--- src/rtl/tpu_pkg.sv ---
// Shared TPU control-path constants.
// Default widths for the countdown timer block.
package tpu_pkg;

    localparam int DSP_CTR_WIDTH = 6;
    localparam int EVT_CNT_WIDTH = 4;

endpackage

--- src/rtl/dsp_down_ctr_if.sv ---
// Control/status bundle for the loadable down-counter.
// Master drives the controls; slave is the counter.
interface dsp_down_ctr_if
    import tpu_pkg::*;
#(
    parameter int CW = DSP_CTR_WIDTH,
    parameter int EW = EVT_CNT_WIDTH
) ();

    logic          enable;
    logic          load;
    logic [CW-1:0] start_val;
    logic          auto_reload;
    logic [CW-1:0] ctr_val;
    logic          ctr_event;
    logic          busy;
    logic [EW-1:0] evt_cnt;

    modport master (
        output enable, load, start_val, auto_reload,
        input  ctr_val, ctr_event, busy, evt_cnt
    );

    modport slave (
        input  enable, load, start_val, auto_reload,
        output ctr_val, ctr_event, busy, evt_cnt
    );

endinterface

--- src/rtl/sat_ctr.sv ---
// Saturating up-counter with synchronous clear.
// Clear wins over increment; holds at all-ones.
module sat_ctr #(
    parameter int WIDTH = 4
) (
    input  logic             clk,
    input  logic             rst,
    input  logic             clr,
    input  logic             inc,
    output logic [WIDTH-1:0] val
);

    always_ff @(posedge clk or negedge rst) begin
        if (!rst) begin
            val <= '0;
        end else if (clr) begin
            val <= '0;
        end else if (inc && (val != '1)) begin
            val <= val + WIDTH'(1);
        end
    end

endmodule

--- src/rtl/dsp_down_ctr.sv ---
// Loadable down-counter with optional auto-reload,
// zero-reached event pulse and saturating period count.
module dsp_down_ctr
    import tpu_pkg::*;
#(
    parameter int COUNTER_WIDTH   = DSP_CTR_WIDTH,
    parameter int EVENT_CNT_WIDTH = EVT_CNT_WIDTH
) (
    input logic           clk,
    input logic           rst,
    dsp_down_ctr_if.slave bus
);

    localparam logic [COUNTER_WIDTH-1:0] ONE =
        COUNTER_WIDTH'(1);

    logic [COUNTER_WIDTH-1:0] ctr_q;
    logic [COUNTER_WIDTH-1:0] reload_q;
    logic                     busy_q;
    logic                     evt_q;
    logic                     at_one;
    logic                     hit;
    logic                     clr;

    assign at_one = (ctr_q == ONE);
    // Zero is reached only by counting, never by a load.
    assign hit = bus.enable && !bus.load && busy_q && at_one;
    assign clr = bus.enable && bus.load;

    always_ff @(posedge clk or negedge rst) begin
        if (!rst) begin
            ctr_q    <= '0;
            reload_q <= '0;
            busy_q   <= 1'b0;
            evt_q    <= 1'b0;
        end else begin
            evt_q <= 1'b0;
            if (bus.enable) begin
                if (bus.load) begin
                    ctr_q    <= bus.start_val;
                    reload_q <= bus.start_val;
                    busy_q   <= (bus.start_val != '0);
                end else if (busy_q) begin
                    if (ctr_q > ONE) begin
                        ctr_q <= ctr_q - ONE;
                    end else if (at_one) begin
                        ctr_q  <= '0;
                        evt_q  <= 1'b1;
                        busy_q <= bus.auto_reload;
                    end else if (bus.auto_reload) begin
                        ctr_q <= reload_q;
                    end else begin
                        busy_q <= 1'b0;
                    end
                end
            end
        end
    end

    sat_ctr #(
        .WIDTH (EVENT_CNT_WIDTH)
    ) u_evt_cnt (
        .clk (clk),
        .rst (rst),
        .clr (clr),
        .inc (hit),
        .val (bus.evt_cnt)
    );

    assign bus.ctr_val   = ctr_q;
    assign bus.ctr_event = evt_q;
    assign bus.busy      = busy_q;

endmodule

--- src/flat_wrapper.sv ---
// flat-port wrapper written by rule: the top's interface ports become plain ports
module dsp_down_ctr_flat import tpu_pkg::*;
#(
    parameter int COUNTER_WIDTH   = DSP_CTR_WIDTH,
    parameter int EVENT_CNT_WIDTH = EVT_CNT_WIDTH
)
  (clk, rst, bus_enable, bus_load, bus_start_val, bus_auto_reload, bus_ctr_val, bus_ctr_event, bus_busy, bus_evt_cnt);
  dsp_down_ctr_if #(.CW(6), .EW(4)) bus_i ();
  input logic clk;
  input logic rst;
  input wire logic [$bits(bus_i.enable)-1:0] bus_enable;
  input wire logic [$bits(bus_i.load)-1:0] bus_load;
  input wire logic [$bits(bus_i.start_val)-1:0] bus_start_val;
  input wire logic [$bits(bus_i.auto_reload)-1:0] bus_auto_reload;
  output wire logic [$bits(bus_i.ctr_val)-1:0] bus_ctr_val;
  output wire logic [$bits(bus_i.ctr_event)-1:0] bus_ctr_event;
  output wire logic [$bits(bus_i.busy)-1:0] bus_busy;
  output wire logic [$bits(bus_i.evt_cnt)-1:0] bus_evt_cnt;
  assign bus_i.enable = bus_enable;
  assign bus_i.load = bus_load;
  assign bus_i.start_val = bus_start_val;
  assign bus_i.auto_reload = bus_auto_reload;
  assign bus_ctr_val = bus_i.ctr_val;
  assign bus_ctr_event = bus_i.ctr_event;
  assign bus_busy = bus_i.busy;
  assign bus_evt_cnt = bus_i.evt_cnt;
  dsp_down_ctr #(.COUNTER_WIDTH(COUNTER_WIDTH), .EVENT_CNT_WIDTH(EVENT_CNT_WIDTH)) u_core (.clk(clk), .rst(rst), .bus(bus_i));
endmodule
--- config.mk ---
export PLATFORM = sky130hd
export DESIGN_NAME = dsp_down_ctr_flat
export DESIGN_NICKNAME = d
export VERILOG_FILES = /design/src/rtl/tpu_pkg.sv /design/src/rtl/dsp_down_ctr_if.sv /design/src/rtl/sat_ctr.sv /design/src/rtl/dsp_down_ctr.sv /design/src/flat_wrapper.sv
export SDC_FILE = /design/constraint.sdc
export NUM_CORES = 1
export LEC_CHECK = 0
export CAP_MARGIN = 15
export CORE_MARGIN = 1
export CORE_UTILIZATION = 23
export DETAILED_ROUTE_END_ITERATION = 8
export PLACE_DENSITY = 0.43
export SLEW_MARGIN = 10
export SYNTH_ARGS = -nofsm -noshare
export SYNTH_HDL_FRONTEND = slang
export SYNTH_SLANG_ARGS = --single-unit
--- constraint.sdc ---
create_clock -name clk -period 2.68 [get_ports clk]
set_clock_uncertainty 0.2 [all_clocks]
set_input_delay 0.536 -clock clk [delete_from_list [all_inputs] [get_ports clk]]
set_output_delay 0.536 -clock clk [all_outputs]
set_load 0.05 [all_outputs]
==> results of run 1 <==
stage by stage:
step | hold WS [ns] | utilization
final | 0.295 | 0.332
after global routing | 0.331 | 0.332
after CTS | 0.298 | 0.332
after detailed placement | 0.281 | 0.318
after global placement | 0.283 | 0.318
after floorplan | 0.0404 | -
synthesized netlist by cell type, drive strengths merged:
cell type and number:
a21o 2, o21ai 8, dfrtp 18, a22oi 1, o2111ai 2, nand2b 2, nor2b 1, ha 3
a41o 1, a21boi 1, nand3 3, inv 8, and3b 1, o311ai 1, xor2 2, a221oi 3
nand4 1, nor3 3, and3 2, a21oi 5, mux2 4, and2 1, or4 1, nor2 3
o22ai 2, clkbuf 4, nor4 2, a32o 3, nand2 8, o41ai 1, o211ai 1, o31ai 3
mux2i 1, or3 1
cell usage in the layout, fill, tap and decap left out, types with 3 or more instances in the layout:
master / count
o31ai_1: 3
buf_4: 3
clkbuf_8: 4
nor2_1: 3
inv_1: 8
dfrtp_1: 18
mux2_2: 4
a21oi_1: 5
o21ai_0: 8
nand3_1: 3
clkdlybuf4s50_1: 22
a221oi_1: 3
ha_1: 3
nand2_1: 8
a32o_1: 3
nor3_1: 3
worst max path at each step:
stage	end	depth (start not counted)
finish	bus_ctr_val[2]	1
global route	bus_ctr_val[2]	1
CTS	bus_ctr_val[2]	1
detailed placement	u_core.u_evt_cnt.val[3]	5
global placement	u_core.u_evt_cnt.val[3]	5
floorplan	u_core.bus.ctr_val[3]	6
where the power goes:
part           total, mW  switching [mW]  internal, mW
Clock              0.224          0.0933         0.130
Sequential         0.378          0.0646         0.313
Combinational      0.417           0.255         0.162
metal layers:
metal / part of all wire / global-route usage / routed length (um) / vias to the layer above
met5: 0 / 0 / 0 / -
li1: - / - / - / 443
met4: 0.021 / 0.0765 / 54 / 0
met1: 0.47 / 0.168 / 1230 / 426
met3: 0.027 / 0.0148 / 71 / 4
met2: 0.48 / 0.204 / 1260 / 18
state kept, by name, indices dropped and copies added (netlist names):
| name | cells |
|---|---|
| u_core.u_evt_cnt.val | 4 |
| u_core.bus.busy | 1 |
| u_core.reload_q | 6 |
| u_core.bus.ctr_val | 6 |
| u_core.bus.ctr_event | 1 |
cells by family after synthesis:
family                   Yosys count  share of synthesized area
adder cells (fa/ha/maj)            3                     0.0365
XOR/XNOR                           2                     0.0170
flip-flops                        18                      0.438
multiplexers                       5                     0.0535
AO/OA/AOI/OAI                     34                      0.234
buffers and inverters             12                     0.0438
AND/OR/NAND/NOR                   29                      0.178
final cells by class:
| type | count | area (um2) | area share |
|---|---|---|---|
| inverter | 8 | 30.0 | 0.0219 |
| sequential | 18 | 450 | 0.328 |
| tap | 50 | 62.6 | 0.0455 |
| multi-input combinational | 73 | 533 | 0.388 |
| timing repair buffer | 25 | 243 | 0.177 |
| clock buffer | 4 | 55.1 | 0.0401 |
==> results.sh, run 1 <==
export IMPL_cts_resized_gates=0
export IMPL_core_area_um2=4140
export IMPL_cts_tree="yes"
export IMPL_drive_gt1_frac=0.125
export IMPL_hold_violations=0
export IMPL_crit_family="buffers and inverters"
export IMPL_die_w_um=68.9
export IMPL_cp_slowest_cell="clkdlybuf4s50_1"
export IMPL_routedWlPerCell_um=14.7
export IMPL_maxCapViolCount=0
export IMPL_ys_ff_latch=18
export IMPL_final_area_um2=1370
export IMPL_critical_path_endpoint_type="output pin"
export IMPL_clockBufferDepth=2
export IMPL_port_buffers=22
export IMPL_leakagePower_nw=0.580
export IMPL_layout_nets=143
export IMPL_min_to="u_core.reload_q[0]"
export IMPL_die_y_um=68.9
export IMPL_ctsHtreeMaxLevel=1
export IMPL_cts_root_buffer="clkbuf_8"
export IMPL_start_kind="flop"
export IMPL_drc=0
export IMPL_synth_top_area_frac=0.438
export IMPL_finalMaxSlewViolations=0
export IMPL_area_growth_pct=33.6
export IMPL_placedCellCount=174
export IMPL_p_total_mw=1.02
export IMPL_path_cells="clkdlybuf4s50_1"
export IMPL_clock_latency_ns=0.25
export IMPL_syn_area_per_cell_um2=9.99
export IMPL_synthCells=103
export IMPL_seq_area_frac_synth=0.438
export IMPL_ys_types=35
export IMPL_routed_wl_mm=2.62
export IMPL_grt_pass1_vias=914
export IMPL_worst_slack_ns=0.323
export IMPL_overflow=0
export IMPL_placedInstanceArea_um2=1320
export IMPL_max_clock_freq_mhz=424
export IMPL_start_util=0.248
export IMPL_tns_ns=0
export IMPL_vias=891
export IMPL_drtPass1Iterations=4
export IMPL_syn_cell_area_um2=1030
export IMPL_yosysWarnings=0
export IMPL_hp_class="flop to flop"
export IMPL_post_route_min_period_ns=2.36
export IMPL_worst_path_buf_inv=1
export IMPL_pre_cts_slack_ns=0.356
export IMPL_hpwl_mm=1.99
export IMPL_cp_data_arrival_time_ns=1.62
export IMPL_layout_worst_path_cycle_share=0.880
export IMPL_rows=23
export IMPL_yosys_top_cells_area="dfrtp_1 44%, mux2_2 4.4%, o21ai_0 3.9%, ha_1 3.6%, a32o_1 2.9%"
export IMPL_clock_sinks=18
export IMPL_globalplace_congestion=0.766
export IMPL_hold_buffers=0
export IMPL_hold_depth=2
export IMPL_grt_max_degree=19
export IMPL_r2r_end="u_core.bus.ctr_val[3]"
export IMPL_die_area_um2=4740
export IMPL_cp_required_ns=1.94
export IMPL_vdd_drop_max_v=0.000193
export IMPL_slew_headroom=0.650
export IMPL_grt_pass1_wl_mm=4.37
export IMPL_rsz0062_at_grt="no"
export IMPL_r2r_start="u_core.bus.ctr_val[0]"
export IMPL_setup_viol_count_final=0
export IMPL_critPathKind="flop to output pin"
export IMPL_p_per_area_nw_per_um2=742
export IMPL_cts_buffers=3
export IMPL_min_delay_start="u_core.reload_q[0]"
export IMPL_diodes=0
export IMPL_synthesis_nets=117
export IMPL_status="complete, no violations"
export IMPL_crit_start="u_core.bus.ctr_val[2]"
export IMPL_critPathMaxStageDelay_ns=0.86
export IMPL_tightest_slew_ns=0.519
export IMPL_cp_max_fo=7
export IMPL_fill_cells=448
export IMPL_drtAntennaViolNets=0
export IMPL_clkTransAtPathRegs_ns=0.07
export IMPL_track_usage=0.129
export IMPL_ioPinCount=23
export IMPL_viasPerCell=5.01
export IMPL_cts_setup_buffers=0
export IMPL_antenna_found_initial=0
export IMPL_r2r_setup_slack_ns=0.61
export IMPL_instances_no_fill=178
export IMPL_yosysTopAreaCell="dfrtp_1"
export IMPL_r2r_cells=5
export IMPL_drtIter0Drc=50
Note: power is estimated with default switching activity, not from simulation.
==> run 2, diff against run 1 <==
Settings changed: GPL_ROUTABILITY_DRIVEN set to 0, TNS_END_PERCENT set to 50.
==> results of run 2 <==
No change in the layout: final DEF, timing and power equal those of run 1.
==> run 3, diff against run 2 <==
Settings changed: CELL_PAD_IN_SITES_DETAIL_PLACEMENT set to 1, CELL_PAD_IN_SITES_GLOBAL_PLACEMENT set to 1, CTS_BUF_LIST set to sky130_fd_sc_hd__clkbuf_8, PLACE_DENSITY 0.43 to 0.52.
==> run 3 against run 2 <==
Net effect: global-route usage grew 1.5 points; sequential share of layout area grew 0.33 points; routed wire length grew 11%; via count grew 4.4%; non-clock buffer count is the same; critical path type unchanged.
==> results.sh, run 3 (synthesis gave the netlist of run 1 again) <==
export IMPL_status="complete, no violations"
export IMPL_die_w_um=68.9
export IMPL_drc=0
export IMPL_routed_wl_mm=2.89
export IMPL_tns_ns=0
export IMPL_cp_required_ns=1.94
export IMPL_area_growth_pct=32.2
export IMPL_overflow=0
export IMPL_placedCellCount=174
export IMPL_grt_max_degree=19
export IMPL_grt_pass1_vias=947
export IMPL_grt_pass1_wl_mm=4.89
export IMPL_cts_root_buffer="clkbuf_8"
export IMPL_core_area_um2=4140
export IMPL_pre_cts_slack_ns=0.353
export IMPL_viasPerCell=5.25
export IMPL_p_total_mw=0.994
export IMPL_rows=23
export IMPL_hpwl_mm=2.19
export IMPL_path_cells="clkdlybuf4s50_1"
export IMPL_max_clock_freq_mhz=421
export IMPL_die_y_um=68.9
export IMPL_cts_resized_gates=0
export IMPL_tightest_slew_ns=0.542
export IMPL_maxCapViolCount=0
export IMPL_worst_path_buf_inv=1
export IMPL_drive_gt1_frac=0.118
export IMPL_start_util=0.248
export IMPL_hold_buffers=0
export IMPL_fill_cells=491
export IMPL_worst_slack_ns=0.305
export IMPL_clkTransAtPathRegs_ns=0.07
export IMPL_drtIter0Drc=33
export IMPL_track_usage=0.144
export IMPL_cp_slowest_cell="clkdlybuf4s50_1"
export IMPL_clock_sinks=18
export IMPL_diodes=0
export IMPL_placedInstanceArea_um2=1320
export IMPL_cts_setup_buffers=0
export IMPL_start_kind="flop"
export IMPL_layout_nets=143
export IMPL_hold_violations=0
export IMPL_cts_buffers=3
export IMPL_hp_class="flop to flop"
export IMPL_slew_headroom=0.638
export IMPL_postLayoutCoreUtil=0.328
export IMPL_drtAntennaViolNets=0
export IMPL_p_per_area_nw_per_um2=731
export IMPL_critical_path_endpoint_type="output pin"
export IMPL_cp_data_arrival_time_ns=1.64
export IMPL_crit_family="buffers and inverters"
export IMPL_port_buffers=22
export IMPL_final_area_um2=1360
export IMPL_finalMaxSlewViolations=0
export IMPL_critPathMaxStageDelay_ns=0.87
export IMPL_final_common_cell="clkdlybuf4s50_1"
export IMPL_vias=930
export IMPL_cp_max_fo=6
export IMPL_clockBufferDepth=2
export IMPL_drtPass1Iterations=4
export IMPL_rsz0062_at_grt="no"
export IMPL_finalHoldWorstSlack_ns=0.316
export IMPL_vdd_drop_max_v=0.000227
export IMPL_cts_tree="yes"
export IMPL_ctsHtreeMaxLevel=1
export IMPL_routedWlPerCell_um=16.3
export IMPL_ioPinCount=23
export IMPL_instances_no_fill=177
export IMPL_layout_worst_path_cycle_share=0.886
export IMPL_die_area_um2=4740
export IMPL_clock_latency_ns=0.26
export IMPL_critPathKind="flop to output pin"
export IMPL_leakagePower_nw=0.573
export IMPL_antenna_found_initial=0
export IMPL_post_route_min_period_ns=2.37
export IMPL_setup_viol_count_final=0
export IMPL_layout_common_cells="22 x clkdlybuf4s50_1, 18 x dfrtp_1, 8 x inv_1, 8 x nand2_1, 8 x o21ai_0"
run 3: cell types whose count changed in the layout (fill, tap and decap cells not counted), sizes merged:
cell,before,now
clkbuf,4,3
run 3: path summary, 6_finish.rpt:
check	startpoint	end	slack, ns	depth (start not counted)
max in group asynchronous	rst	u_core.reload_q[1]	1.67	2
min in group asynchronous	rst	u_core.bus.ctr_event	0.41	2
worst min register to register	u_core.reload_q[1]	u_core.reload_q[1]	0.32	2
worst max-delay path	u_core.bus.ctr_val[3]	bus_ctr_val[3]	0.31	1
worst min-delay path	u_core.reload_q[1]	u_core.reload_q[1]	0.32	2
worst max register to register	u_core.bus.ctr_val[1]	u_core.bus.ctr_val[0]	0.61	6
run 3: cell type report:
| cell class | instances | area [um2] | area share |
|---|---|---|---|
| clock buffers | 3 | 41.3 | 0.0304 |
| flip-flops and latches | 18 | 450 | 0.331 |
| multi-input cells | 73 | 533 | 0.392 |
| well taps | 50 | 62.6 | 0.0460 |
| repair buffers | 25 | 243 | 0.178 |
| inverters | 8 | 30.0 | 0.0221 |
run 3: power by group:
part	switching [mW]	total, mW	internal, mW
sequential	0.0670	0.380	0.313
combinational	0.258	0.420	0.162
clock	0.0943	0.194	0.100
run 3: metal layers:
metal	GRT usage	vias to the layer above	part of all wire
met5	0	-	0
met4	0.0383	0	0.010
met3	0.0411	4	0.055
met2	0.215	22	0.44
met1	0.203	466	0.50
li1	-	438	-
run 3: worst min-delay path: stages (launching register included):
cell	delay [ns]
dfrtp_1	0.35
nand2_1	0.05
o21ai_0	0.07
